`src/rtl/div_param.sv`:
```
// div_param: multi-cycle restoring divider, signed/unsigned, with divide-by-zero and overflow flags.
module div_param #(
  parameter int WIDTH = 32
) (
  input  logic               clk,
  input  logic               rst,
  input  logic               signed_div_i,
  input  logic [WIDTH-1:0]   opdata1_i,
  input  logic [WIDTH-1:0]   opdata2_i,
  input  logic               start_i,
  input  logic               annul_i,
  output logic [2*WIDTH-1:0] result_o,
  output logic               ready_o,
  output logic               busy_o,
  output logic               dbz_o,
  output logic               ovf_o
);
  localparam int CW = $clog2(WIDTH + 1);
  typedef enum logic [2:0] {IDLE, BYZERO, RUN, FIX, DONE} state_t;
  state_t state, state_n;
  logic [CW-1:0] cnt;
  logic [WIDTH-1:0] q, r, d, a_mag, b_mag;
  logic [WIDTH:0] trial, diff;
  logic neg_q, neg_r, ovf_q, last;
  always_comb begin
    a_mag = (signed_div_i && opdata1_i[WIDTH-1]) ? -opdata1_i : opdata1_i;
    b_mag = (signed_div_i && opdata2_i[WIDTH-1]) ? -opdata2_i : opdata2_i;
    trial = {r, q[WIDTH-1]};
    diff = trial - {1'b0, d};
    last = cnt == CW'(WIDTH - 1);
    state_n = state;
    case (state)
      IDLE:    if (start_i && !annul_i) state_n = (opdata2_i == '0) ? BYZERO : RUN;
      BYZERO:  state_n = annul_i ? IDLE : DONE;
      RUN:     state_n = annul_i ? IDLE : last ? FIX : RUN;
      FIX:     state_n = annul_i ? IDLE : DONE;
      DONE:    if (ready_o && !start_i) state_n = IDLE;
      default: state_n = IDLE;
    endcase
  end
  assign busy_o = state inside {RUN, BYZERO, FIX};
  // ready_o rises on the first DONE edge so the result is presented a full cycle after it is formed
  always_ff @(posedge clk) begin
    if (rst) begin
      state <= IDLE;
      cnt <= '0;
      q <= '0;
      r <= '0;
      d <= '0;
      neg_q <= 1'b0;
      neg_r <= 1'b0;
      ovf_q <= 1'b0;
      result_o <= '0;
      ready_o <= 1'b0;
      dbz_o <= 1'b0;
      ovf_o <= 1'b0;
    end else begin
      state <= state_n;
      if (state == IDLE && state_n == RUN) begin
        q <= a_mag;
        d <= b_mag;
        r <= '0;
        cnt <= '0;
        neg_q <= signed_div_i & (opdata1_i[WIDTH-1] ^ opdata2_i[WIDTH-1]);
        neg_r <= signed_div_i & opdata1_i[WIDTH-1];
        ovf_q <= signed_div_i && opdata1_i == {1'b1, {(WIDTH-1){1'b0}}} && &opdata2_i;
      end
      if (state == RUN && !annul_i) begin
        cnt <= cnt + 1'b1;
        q <= {q[WIDTH-2:0], ~diff[WIDTH]};
        r <= diff[WIDTH] ? trial[WIDTH-1:0] : diff[WIDTH-1:0];
      end
      if (state == FIX && !annul_i) begin
        result_o <= {neg_r ? -r : r, neg_q ? -q : q};
        ovf_o <= ovf_q;
      end
      if (state == BYZERO && !annul_i) dbz_o <= 1'b1;
      if (state == DONE && ready_o && !start_i) begin
        result_o <= '0;
        ready_o <= 1'b0;
        dbz_o <= 1'b0;
        ovf_o <= 1'b0;
      end else if (state == DONE) ready_o <= 1'b1;
    end
  end
endmodule

```
`config.mk`:
```
export PLATFORM = sky130hd
export DESIGN_NAME = div_param
export DESIGN_NICKNAME = d
export VERILOG_FILES = /design/src/rtl/div_param.sv
export SDC_FILE = /design/constraint.sdc
export NUM_CORES = 1
export LEC_CHECK = 0
export CAP_MARGIN = 5
export CORE_UTILIZATION = 25
export DETAILED_ROUTE_END_ITERATION = 10
export GPL_TIMING_DRIVEN = 0
export PLACE_DENSITY = 0.44
export REMOVE_ABC_BUFFERS = 1
export SYNTH_ARGS = -nofsm -noshare
export SYNTH_HDL_FRONTEND = slang
export SYNTH_SLANG_ARGS = --single-unit
```
`constraint.sdc`:
```
create_clock -name clk -period 4.6 [get_ports clk]
set_clock_uncertainty 0.15 [all_clocks]
set_input_delay 1.15 -clock clk [delete_from_list [all_inputs] [get_ports clk]]
set_output_delay 1.15 -clock clk [all_outputs]
set_load 0.01 [all_outputs]
```
== After elaboration in Yosys (flattened, before gate mapping) ==
Cells that the tools add are included.

* Muxes and demuxes: 18
* Bitwise gates (word level): 4
* Equal/unequal tests: 7
* Add/sub/neg operators: 6
* Reduce and logical (&&, ||, !) cells: 21

{| class="wikitable"
|+ Operators by type and width
! kind !! number
|-
| 32-bit two-way mux || 9
|-
| 32-bit negator || 4
|-
| 33-bit by 32-bit subtractor with 33-bit output || 1
|-
| 32-bit == test (second input constant) || 1
|-
| 32-bit zero test || 1
|-
| 32-bit AND reduction || 1
|-
| 1-bit logical AND || 12
|-
| 6-bit two-way mux || 2
|-
| 3-bit one-hot mux with 4 select lines || 1
|-
| 3-bit by 2-bit == test with 1-bit output (second input constant) || 3
|-
| 3-bit two-way mux || 3
|-
| 6-bit by 1-bit adder with 6-bit output (second input constant) || 1
|-
| 6-bit by 5-bit == test with 1-bit output (second input constant) || 1
|-
| 2-bit two-way mux || 2
|-
| 2-bit OR reduction || 2
|-
| 3-bit by 1-bit == test with 1-bit output (second input constant) || 1
|-
| 3-bit == test (second input constant) || 1
|-
| 3-bit zero test || 1
|-
| 3-bit nonzero test || 1
|-
| 1-bit bitwise AND || 2
|-
| 1-bit zero test || 2
|-
| 2-bit nonzero test || 1
|-
| 1-bit two-way mux || 1
|-
| 1-bit inverter || 1
|-
| 1-bit XOR || 1
|}

* Register bits: 175

== Depth between registers and ports, before layout ==
* Word-level depth: 8
* Mapped depth: 14
* Depth with buffers taken out: 12

== Worst setup path before layout ==
Ideal clock, no wire load.

* Path kind: in2reg
* Start: input opdata2_i[8]
* End: register r[2]
* Library setup time: 0.096 ns
* Arrival time: 3.435 ns
* Setup slack: 0.919 ns
* Buffers on the path: 1
* Cell stages on the path: 9
* Cells stage by stage: or4_1 > or4_4 > nor3_4 > and3_1 > a31oi_1 > nor3_2 > buf_2 > nand2_1 > o311ai_1

* Word-level cells in the longest chain between the ends: 7

{| class="wikitable"
|+ Ends and longest elaborated chain
! element !! RTL line !! source
|-
| from (decl) || 9 || <nowiki>input logic [WIDTH-1:0] opdata2_i,</nowiki>
|-
| 32-bit zero test || 33 || <nowiki>IDLE: if (start_i && !annul_i) state_n = (opdata2_i == '0) ? BYZERO : RUN;</nowiki>
|-
| 2-bit two-way mux || 33 ||
|-
| 3-bit two-way mux || 33 ||
|-
| 3-bit one-hot mux with 4 select lines || 32 || <nowiki>case (state)</nowiki>
|-
| 3-bit by 2-bit == test with 1-bit output || 59 || <nowiki>if (state == IDLE && state_n == RUN) begin</nowiki>
|-
| 1-bit logical AND || 59 ||
|-
| 2-bit nonzero test (no line) || - ||
|-
| to (signal assigned) || 71 || <nowiki>r <= diff[WIDTH] ? trial[WIDTH-1:0] : diff[WIDTH-1:0];</nowiki>
|-
| to (decl) || 22 || <nowiki>logic [WIDTH-1:0] q, r, d, a_mag, b_mag;</nowiki>
|}

No other way between the ends.
A chain may end at the register's enable or synchronous reset.

== Worst setup path in the final report ==
* Start: input opdata2_i[9]
* End: register r[25]

The elaborated chain is that of the path after synthesis.

==> impl_metrics.tcl <==
set metrics [dict create \
    run_status "finished, final reports clean" \
    drv_cap 0 \
    p_total_w 0.003791 \
    cts_sinks 175 \
    place_congestion 0.8336 \
    drc 0 \
    crit_path_max_incr_delay_ns 0.61 \
    cts_tree "done" \
    swShare_pct 27.89 \
    period_minus_slack_ns 4.225 \
    coreArea_um2 42230 \
    fmaxAchievable_mhz 236.7 \
    hpwl_mm 24.94 \
    grt_first_pass_wirelength_mm 53.83 \
    clkTransAtPathRegs_ns 0.06 \
    htree_num_levels 4 \
    fillers 4471 \
    netSwitchingPower_w 0.001057 \
    syn_area_um2 10760 \
    p_leak_nw 4.667 \
    power_density_nw_per_um2 282.4 \
    crit_path_end_kind "flop" \
    postCtsHoldBufs 0 \
    area_growth_pct 24.75 \
    cpMostUsedCell "nor3_4" \
    synth_edf_count 0 \
    grt_pass1_vias 9572 \
    timing.final.crit_share_pct 91.86 \
    rsz0062_at_grt "no" \
    p_clk_share_pct 41.4 \
    grt_max_degree 84 \
    syn_inst 1353 \
    yosysMostFrequentCell "nor2_1" \
    cts-root-buf "clkbuf_16" \
    multi_input_comb_area_um2 6808 \
    crit_path_max_fanout 23 \
    rr_worst_depth 13 \
    start_util_pct 25.48 \
    reg2reg_from "q[31]" \
    rows 75 \
    clock_path_buffers 2 \
    p_seq_share_pct 42.1 \
    ir_drop_v 0.0002648 \
    ios 137 \
    synth_seq_area_share_pct 32.57 \
    fin_util_pct 31.78 \
    drive_gt1_share_pct 5.205 \
    fin_area_um2 13420 \
    drv_slew 0 \
    drtAntennaViolNets 0 \
    io_buffers 136 \
    wl_mm 33.97 \
    seq_area_um2 3505 \
    numCtsBuffers 17 \
    worstReg2RegEnd "r[19]" \
    insertion_delay_ns 0.45 \
    crit_required_ns 4.83 \
    die_y_um 209.4 \
    place_ws_ns -0.6590 \
    ys_types 73 \
    vias 9867 \
    synth-seq-cells 175 \
    synth_commonest_cells "176 x nor2_1, 175 x dfxtp_1, 124 x nand2_1" \
    final_hold_viol_count 0 \
    fin_ws_ns 0.3746 \
    ys_async_sr_fraction_pct 0 \
    viasPerCell 4.931 \
    start_kind "input pin" \
    p_comb_share_pct 16.5 \
    hold-path-endpoint "result_o[25]" \
    track_usage_pct 15.67 \
    wl_per_cell_um 16.97 \
    arrival_ns 4.45 \
    hp-class "reg2reg" \
    drtIter0Drc 501 \
    place_area_um2 12710 \
    p_int_w 0.002733 \
    dieArea_um2 43870 \
    yosysTopAreaCell "dfxtp_1" \
    setup_violations 0 \
    fp.dieW_um 209.4 \
    hp-start "result_o[25]" \
    relSlewSlack_pct 5.284 \
    drtPass1Iterations 5 \
    whs_ns 0.3060 \
    min_path_cells 2 \
    syn_area_per_cell_um2 7.951 \
    antenna_found_initial 4 \
    slowest_stage "or4_1" \
    synth_top_cell_area_share_pct 32.57 \
    tightestPinTransition_ns 1.408 \
    crit_chain "clkdlybuf4s50_1 > or4_1 > or4_4 > nor3_4 > and3_2 > a31oi_4 > nor3_4 > buf_4 > buf_16 > a32oi_1 > o21ai_1" \
    ys.warnings.count 0 \
    critical_path_class "in2reg" \
    nets 1555 \
    synth_ff_type "dfxtp_1" \
    synth_area_leaders "dfxtp_1 33%, xor2_1 8.0%, nor2_1 6.1%, a211oi_1 6.1%, a21oi_1 4.5%" \
    overflow 0 \
    ff2ff_setup_slack_ns 0.52 \
]
==> logic make-up (layout without fill, tap and decap cells) <==
kind of cell	count (synthesis)	in the layout	synth area share, %
xor+xnor	145	145	11.80
compound gates	387	387	24.19
simple gates	445	446	19.07
flops	175	175	32.57
buf+inv	132	238	4.966
fa+ha+maj	39	39	4.606
other cells	0	2	0
mux	30	30	2.791
==> layout make-up <==
class                           instances  share of cell area, %
Multi-Input combinational cell       1047                  50.73
Sequential cell                       175                  26.11
Timing Repair Buffer                  153                  12.01
Tap cell                              539                  5.025
Clock buffer                           22                  3.608
Inverter                               53                  1.482
Clock inverter                         10                 0.9976
Antenna cell                            2                0.03729
==> what timing repair did <==
item                       in CTS  in global routing
setup endpoints to repair      55                 23
gates resized for setup         2                  2
setup buffers                   2                  4
cloned                          1                  0
pin swaps                       2                  2
==> placed cells by master, fill, tap and decap left out, drive strengths merged, types with 24 or more instances in the layout <==
cell type,count
clkdlybuf4s50,135
inv,53
nand2,124
a21oi,97
mux2i,30
nor2,178
xnor2,47
o21ai,71
dfxtp,175
a211oi,87
nand3,24
o31ai,25
xor2,98
ha,38
==> metrics by stage <==
stage / TNS [ns] / std cells
after floorplan: -100.41 / 1274
after global routing: 0 / 1999
after CTS: 0 / 1995
after global placement: -605.53 / 1949
final: 0 / 2001
after detailed placement: -45.05 / 1960
==> sequential cells by signal, summed over array words and instances, names as in the netlist <==
| signal | cells |
|---|---|
| d | 32 |
| state | 3 |
| neg_q | 1 |
| ready_o | 1 |
| neg_r | 1 |
| q | 32 |
| result_o | 64 |
| ovf_q | 1 |
| ovf_o | 1 |
| cnt | 6 |
| r | 32 |
| dbz_o | 1 |
==> worst max-delay path by stage <==
stage | startpoint | slack [ns] | cells after the start | to
3_5_place_dp | opdata2_i[2] | -0.66 | 9 | q[17]
3_3_place_gp | annul_i | -7.00 | 5 | r[27]
4_1_cts | opdata2_i[2] | 0.08 | 9 | q[27]
2_1_floorplan | annul_i | -1.93 | 3 | r[2]
5_1_grt | opdata2_i[9] | 0.07 | 8 | q[31]
6_report | opdata2_i[9] | 0.37 | 11 | r[25]
==> critical path, delay by kind of cell <==
kind,cells,cell delay (ns)
AOI/OAI and AO/OA,3,0.49
buffers and inverters,3,0.84
and+or+nand+nor,5,1.92
==> per-layer routing <==
layer,GRT usage (%),routed length (µm),vias up
met4,4.412,514,4
met2,25.26,15820,135
met5,0,31,-
met3,3.621,1415,27
met1,20.81,16190,4626
li1,-,-,5075
==> power by group through the flow <==
stage | Sequential [W] | Combinational [W] | Clock (W)
floorplan | 0.00162 | 0.000384 | 0
global placement | 0.00163 | 0.000601 | 0
detailed placement | 0.00163 | 0.000617 | 0
CTS | 0.00159 | 0.000626 | 0.00162
global route | 0.00160 | 0.000695 | 0.00170
finish | 0.00160 | 0.000626 | 0.00157
Note: power is estimated with default switching activity, not from simulation.
